**config.mk**
```make
export PLATFORM = sky130hd
export DESIGN_NAME = escalonador_rr
export DESIGN_NICKNAME = d
export VERILOG_FILES = /design/src/rtl/escalonador_rr.sv
export SDC_FILE = /design/constraint.sdc
export NUM_CORES = 1
export LEC_CHECK = 0
export CORE_MARGIN = 3
export CORE_UTILIZATION = 45
export DETAILED_ROUTE_END_ITERATION = 12
export GPL_ROUTABILITY_DRIVEN = 0
export PLACE_DENSITY = 0.73
export SLEW_MARGIN = 20
export SYNTH_ARGS = -nofsm -noshare
export SYNTH_HDL_FRONTEND = slang
export SYNTH_SLANG_ARGS = --single-unit
```
**constraint.sdc**
```tcl
create_clock -name clock -period 39.7 [get_ports clock]
set_input_delay 7.94 -clock clock [delete_from_list [all_inputs] [get_ports clock]]
set_output_delay 7.94 -clock clock [all_outputs]
set_load 0.1 [all_outputs]
```
**src/rtl/escalonador_rr.sv**
```systemverilog
// escalonador_rr: round-robin process scheduler, quantum counted in retired instructions.
// ESCALONADOR_QUANTUM_PROG_EN adds quantum_cfg (slice length) and trocas_total.
module escalonador_rr #(
  parameter int unsigned MAX_PROC  = 10,
  parameter int unsigned QUANTUM   = 16,
  parameter int unsigned PROC_SPAN = 300,
  parameter logic [5:0]  OP_IN     = 6'b011101
) (
  input  logic        clock,
  input  logic        reset,
  input  logic        habilita,
  input  logic [3:0]  num_processos,
  input  logic        instr_valida,
  input  logic [5:0]  opcode,
  input  logic        fim_processo,
  input  logic        io_pronto,
  input  logic        troca_ack,
`ifdef ESCALONADOR_QUANTUM_PROG_EN
  input  logic [7:0]  quantum_cfg,
  output logic [15:0] trocas_total,
`endif
  output logic        troca_contexto,
  output logic [3:0]  processo_atual,
  output logic [3:0]  proximo_processo,
  output logic [31:0] pc_base,
  output logic        ocioso,
  output logic        todos_fim
);

  typedef enum logic [2:0] {
    S_IDLE, S_RUN, S_SELECT, S_SWITCH, S_HALTED
  } state_t;

  localparam logic [1:0] LIVRE  = 2'd0;
  localparam logic [1:0] PRONTO = 2'd1;
  localparam logic [1:0] BLOQ   = 2'd2;
  localparam logic [1:0] FIM    = 2'd3;
  localparam logic [3:0] MAXP   = 4'(MAX_PROC);
  localparam logic [7:0] QDEF   = 8'(QUANTUM);

  state_t r_state, w_next;
  logic [1:0]  r_tab [1:MAX_PROC];
  logic [3:0]  r_n, r_atual, r_prox;
  logic [7:0]  r_cnt;
  logic [31:0] r_pc;
  logic [MAX_PROC:1] w_pronto, w_bloq;
  logic        w_found, w_go, w_is_in, w_qexp, w_ev;
  logic [3:0]  w_sel, w_cand, w_unblk, w_nclamp;
  logic [7:0]  w_qlen;

`ifdef ESCALONADOR_QUANTUM_PROG_EN
  logic [7:0]  r_quant;
  logic [15:0] r_trocas;
  assign w_qlen       = r_quant;
  assign trocas_total = r_trocas;
`else
  assign w_qlen = QDEF;
`endif

  assign w_nclamp = (num_processos > MAXP) ? MAXP : num_processos;
  assign w_go     = habilita && (num_processos != 4'd0);
  assign w_is_in  = instr_valida && (opcode == OP_IN);
  assign w_qexp   = instr_valida && (r_cnt == w_qlen - 8'd1);
  assign w_ev     = fim_processo || w_is_in || w_qexp;

  always_comb begin
    w_pronto = '0;
    w_bloq   = '0;
    for (int i = 1; i <= int'(MAX_PROC); i++) begin
      w_pronto[i] = (r_tab[i] == PRONTO);
      w_bloq[i]   = (r_tab[i] == BLOQ);
    end
  end

  always_comb begin
    w_unblk = 4'd0;
    for (int i = int'(MAX_PROC); i >= 1; i--)
      if (w_bloq[i]) w_unblk = 4'(i);
  end

  // scan starts after the running id and wraps N -> 1
  always_comb begin
    w_found = 1'b0;
    w_sel   = 4'd0;
    w_cand  = r_atual;
    for (int k = 0; k < int'(MAX_PROC); k++) begin
      w_cand = (w_cand >= r_n) ? 4'd1 : w_cand + 4'd1;
      if (!w_found && w_pronto[w_cand]) begin
        w_found = 1'b1;
        w_sel   = w_cand;
      end
    end
  end

  always_ff @(posedge clock or negedge reset) begin
    if (!reset) r_state <= S_IDLE;
    else        r_state <= w_next;
  end

  always_comb begin
    w_next = r_state;
    unique case (r_state)
      S_IDLE:   if (w_go) w_next = S_SELECT;
      S_RUN:    if (w_ev) w_next = S_SELECT;
      S_SELECT: begin
        if (w_found)
          w_next = (w_sel == r_atual) ? S_RUN : S_SWITCH;
        else if (w_bloq == '0)
          w_next = S_HALTED;
      end
      S_SWITCH: if (troca_ack) w_next = S_RUN;
      S_HALTED: w_next = S_HALTED;
      default:  w_next = S_IDLE;
    endcase
  end

  always_comb begin
    troca_contexto = (r_state == S_SWITCH);
    todos_fim      = (r_state == S_HALTED);
    ocioso         = (r_state == S_SELECT) && !w_found && (w_bloq != '0);
  end

  assign processo_atual   = r_atual;
  assign proximo_processo = r_prox;
  assign pc_base          = r_pc;

  always_ff @(posedge clock or negedge reset) begin
    if (!reset) begin
      r_n     <= 4'd0;
      r_atual <= 4'd0;
      r_prox  <= 4'd0;
      r_cnt   <= 8'd0;
      r_pc    <= 32'd0;
      for (int i = 1; i <= int'(MAX_PROC); i++) r_tab[i] <= LIVRE;
`ifdef ESCALONADOR_QUANTUM_PROG_EN
      r_quant  <= 8'd0;
      r_trocas <= 16'd0;
`endif
    end else begin
      unique case (r_state)
        S_IDLE: if (w_go) begin
          r_n     <= w_nclamp;
          r_atual <= 4'd0;
          for (int i = 1; i <= int'(MAX_PROC); i++)
            r_tab[i] <= (4'(i) <= w_nclamp) ? PRONTO : LIVRE;
`ifdef ESCALONADOR_QUANTUM_PROG_EN
          r_quant <= (quantum_cfg == 8'd0) ? QDEF : quantum_cfg;
`endif
        end
        S_RUN: begin
          if (instr_valida && r_cnt != 8'hFF) r_cnt <= r_cnt + 8'd1;
          for (int i = 1; i <= int'(MAX_PROC); i++)
            if (4'(i) == r_atual) begin
              if (fim_processo)  r_tab[i] <= FIM;
              else if (w_is_in)  r_tab[i] <= BLOQ;
            end
        end
        S_SELECT: if (w_found) begin
          if (w_sel == r_atual) r_cnt <= 8'd0;
          else begin
            r_prox <= w_sel;
            r_pc   <= 32'(w_sel) * 32'(PROC_SPAN);
          end
        end
        S_SWITCH: if (troca_ack) begin
          r_atual <= r_prox;
          r_cnt   <= 8'd0;
`ifdef ESCALONADOR_QUANTUM_PROG_EN
          r_trocas <= r_trocas + 16'd1;
`endif
        end
        default: ;
      endcase
      // the running entry is PRONTO, so this never collides with a RUN update
      if (io_pronto && w_bloq != '0 &&
          r_state != S_IDLE && r_state != S_HALTED)
        for (int i = 1; i <= int'(MAX_PROC); i++)
          if (4'(i) == w_unblk) r_tab[i] <= PRONTO;
    end
  end

endmodule

```
# After elaboration in Yosys (flattened, before gate mapping)
# Cells that the tools add are included.
# W data, S select, Z words.
word_totals:
  wordCells: 287
  output_inout_bits: 43
  input_bits: 17
  reg_bits: 54
classes:
  magnitude_cmp: 31
  muxes: 129
  add_sub_neg: 11
  multipliers: 1
  bitwise_logic: 1
  n_eq_ne: 56
  n_reduce_logical: 42
op_table:
  columns: ["operator", "count"]
  rows:
  - ["$mux W4", 33]
  - ["$mux W2", 41]
  - ["$lt A4 B5 Y1 const B", 10]
  - ["$add A4 B1 Y4 const B", 10]
  - ["$bmux W1 S4", 10]
  - ["$ge A4 B4 Y1", 10]
  - ["$mux W20", 2]
  - ["$pmux W20 S2", 1]
  - ["$eq A3 B4 Y1 const A", 8]
  - ["$mux W8", 4]
  - ["$mux W1", 30]
  - ["$eq A4 B4 Y1 const A", 6]
  - ["$pmux W8 S3", 1]
  - ["$eq A2 B1 Y1 const B", 10]
  - ["$eq A2 B2 Y1 const B", 10]
  - ["$logic_and A1 B1 Y1", 18]
  - ["$eq A2 B4 Y1 const A", 4]
  - ["$le A3 B4 Y1 const A", 4]
  - ["$mux W3", 5]
  - ["$pmux W3 S5", 1]
  - ["$le A4 B4 Y1 const A", 3]
  - ["$ne A2 B2 Y1 const B", 6]
  - ["$mul A4 B7 Y11 const B", 1]
  - ["$logic_not A1 Y1", 10]
  - ["26 further kinds", 33]

# Longest topological paths before layout
depth:
  depth_word: 36
  mapped_depth: 85
  ltp_nobuf: 80

# Worst setup path after synthesis
# No wires, ideal clock.
synth_timing:
  kind: "register to output"
  startpoint: "register r_atual[0], in the netlist processo_atual[0]"
  endpoint: "output ocioso"
  path_buffers: 3
  slack_ns: 14.522
  t_required_ns: 31.760
  stages_incl_launch_ff: 71
  t_arrival_ns: 17.238
  path_cell_list: "dfrtp_1 -> clkbuf_1 -> inv_1 -> ha_1 -> or3b_1 -> a211oi_4 -> ha_1 -> o21ai_0 -> nand2b_1 -> a21o_1 -> nor3_1 -> ha_1 -> nor3_1 -> a211o_1 -> clkbuf_1 -> nand2_1 -> inv_1 -> ha_1 -> [... 35 more ...] -> nand2b_1 -> a21o_1 -> a21o_1 -> a21o_1 -> or4_1 -> a21o_1 -> and3_1 -> inv_2 -> ha_1 -> a21o_1 -> a21oi_1 -> and2_1 -> and4_1 -> a21oi_1 -> mux2i_1 -> mux2_2 -> nand2b_1 -> nor2_1"
synth_between:
  elab_chain_len: 35
  word_cells_on_any_way: 81
  classes_between: "add/sub (10); order compare (10); mux (40); reduce/logical (21)"
synth_rtl:
  columns: ["element", "line_no", "rtl"]
  rows:
  - ["start, declared", "43", "logic [3:0] r_n, r_atual, r_prox;"]
  - ["start signal, assigned", "166", "r_atual <= r_prox;"]
  - ["$add A4 B1 Y4 or $ge A4 B4 Y1 (tied branches)", "87", "w_cand = (w_cand >= r_n) ? 4'd1 : w_cand + 4'd1;"]
  - ["$mux W4 (*)", "87", null]
  - ["branches (longest 29 deep; another with $add A4 B1 Y4)", null, null]
  - ["$mux W1 (*)", "88", "if (!w_found && w_pronto[w_cand]) begin"]
  - ["$logic_not A1 Y1 (*)", "120", "ocioso = (r_state == S_SELECT) && !w_found && (w_bloq != '0);"]
  - ["$logic_and A1 B1 Y1 (*) (2 in series)", "120", null]
  - ["end, declared", "26", "output logic ocioso,"]
# Every way passes the cells marked *. The select of a mux whose other input is x is not followed.

# Final worst setup path
# Ends and elaborated chain as after synthesis.

==> summary.txt <==
Status -> completed
Postcts setup bufs -> 0
Vias per cell -> 6.21
Final Slew Violations -> 0
Fin util -> 49.8%
Worst-path fanout max -> 16
Core Region -> 15900 sq um
Worst Skew -> 5.67 ps
Setup tns final -> 0 ps
Critical path endpoint category -> primary output
Ys flop type -> dfrtp_1
Post-Synth XOR/XNOR Area -> 5.14%
Yosys Warn Count -> 0
Sink Count -> 53
Mapped cell area -> 7350 sq um
Final period util -> 70.9%
Sequential area share after synthesis -> 18.0%
CP max stage delay -> 1160 ps
Hold Path Class -> reg -> reg
Grt ovf -> 0
Multi-input gate area in the final layout -> 5620 sq um
Mux cell area share after synthesis -> 4.63%
I/O pin count -> 60
Final ANT Viol Nets -> 0
CP required -> 31760 ps
Residual DRC -> 0
Max-slew headroom -> 27.5%
Critical path startpoint category -> flip-flop
Post-CTS Hold Buffers -> 0
Reg area -> 1330 sq um
Main combinational cell family by area after synthesis -> compound AO/OA/AOI/OAI gates
Cells after Synth -> 951
TritonCTS clock tree -> yes
Die area -> 17900 sq um
# rows -> 46
Syn Area/Cell -> 7.73 sq um
Synth cell types -> 91
Cell seen most often among critical-path stages -> a21o_1
Drt total wl -> 21200 um
Fin crit period -> 28140 ps
Fin. Hold Viols -> 0
Worst Tran Pin Value -> 1090 ps
Fmax -> 35.5 MHz
Leading cell type in the layout, fill and taps excluded -> nand2_1
Worst-skew pair later-pin latency -> 290 ps
Final setup vio count -> 0
Synth async-reset ratio -> 100%
Nets -> 1042
Post-synth EDFFs -> 0
HPWL after DPL -> 15900 um
RSZ-0062 raised after global routing -> no
Initial antenna violation count -> 0
Crit-path slowest cell -> clkdlybuf4s50_1
Via count of the first global-routing pass -> 6817
Drt first pass iters -> 5
Ant diodes -> 0
Maxcap violations -> 0
CTS buffer count -> 5
Initial Util -> 46.1%
WHS -> 492 ps
Critical Path AT -> 20200 ps
Vias -> 7291
Post_cts resized -> 0
Die Y -> 134 um
DP Area -> 7770 sq um
Most frequent cells in the layout -> nand2_1 (97), o21ai_0 (73), ha_1 (67)
Area Overhead vs Synth -> 8.07%
Fillers -> 1540
Simple-Gate Fraction of Synth Area -> 26.2%
Clock edge transition at the registers on the reported setup and hold paths -> 70 ps
PortBufs -> 38
First-pass GRT wire length -> 34600 um
Crit path kind -> reg -> out
Adder-cell area share of the yosys netlist -> 11.7%
Largest net degree at the start of global routing -> 54
Die width -> 134 um
Max Buffers Root-to-Sink -> 2
1st-iter DRT viols -> 699
Drt wl/cell -> 18.1 um
Finished Cell Area -> 7940 sq um
H-tree Lvls -> 2
CTS Root Cell -> clkbuf_16
#FFs+latches synth -> 53
Gr usage total -> 23.2%
Share of layout cells above drive strength 1 -> 5.32%
Synth Area in Compound Gates -> 27.7%
-- layout make-up --
| class | count | share of cell area [%] |
|---|---|---|
| clock buffer | 7 | 1.80 |
| clock inverter | 1 | 0.378 |
| inverter | 39 | 1.84 |
| multi-input combinational | 816 | 70.8 |
| sequential | 53 | 16.7 |
| tap | 216 | 3.40 |
| timing repair buffer | 42 | 5.10 |
-- worst paths after layout --
kind,cells after the start,start,end,slack (ps)
worst max-delay path,68,processo_atual[0],ocioso,11560
worst min-delay path,1,pc_base[7],pc_base[7],490
worst max register to register,78,processo_atual[0],pc_base[11],18500
worst min register to register,1,pc_base[7],pc_base[7],490
max in group asynchronous,2,reset,r_tab[3],31480
min in group asynchronous,2,reset,pc_base[5],7770
-- cells in the mapped netlist (10+ instances only) --
cell | instances | area [sq um]
nand2_1 | 97 | 364
o21ai_0 | 73 | 365
ha_1 | 67 | 838
nor2_1 | 66 | 248
a21oi_1 | 56 | 280
dfrtp_1 | 53 | 1330
nand3_1 | 43 | 215
inv_1 | 37 | 139
clkbuf_1 | 33 | 124
nand2b_1 | 33 | 206
nor2b_1 | 24 | 150
nor3_1 | 24 | 120
a21o_1 | 22 | 165
buf_4 | 22 | 165
a31oi_1 | 14 | 87.6
xnor2_1 | 13 | 114
mux2_1 | 12 | 135
o22ai_1 | 12 | 75.1
a211oi_1 | 11 | 82.6
and2_1 | 11 | 68.8
o211ai_1 | 11 | 82.6
and3_1 | 10 | 62.6
-- worst max-delay path: cells and delay by family (launching register included) --
kind                       cells  cell delay (ps)
AOI/OAI and AO/OA             25             8080
and+or+nand+nor               21             4870
buffers and inverters         10             3130
adders and majority gates     10             2680
DFF                            1              600
muxes                          2              500
-- kinds of logic (layout without fill, tap and decap cells) --
group           Yosys count  in the layout
compound gates          299            299
mux                      27             27
flops                    53             53
xor+xnor                 29             29
fa+ha+maj                68             68
buf+inv                 102             89
simple gates            372            372
other cells               1             21
-- registers in the layout, summed over array words and instances, names as in the netlist --
name / cells
r_state: 3
r_tab: 20
r_cnt: 8
proximo_processo: 4
processo_atual: 4
pc_base: 10
r_n: 4
-- routing by layer --
metal	vias to the layer above	GRT usage [%]	share of wire [%]
met4	0	8.34	3.3
met5	-	0	0
met1	3375	31.7	43
li1	3524	-	-
met2	322	37.7	46
met3	70	3.26	8.3
-- metrics by stage --
step / std cells / worst slack (ps)
2_1_floorplan: 971 / 14520
3_3_place_gp: 1166 / 12970
3_5_place_dp: 1166 / 12300
4_1_cts: 1174 / 11950
5_1_grt: 1174 / 9940
6_report: 1174 / 11560
Power is left out: the tool's default activity adds up to more than one toggle a clock period on the data nets, which glitch-free logic cannot reach.
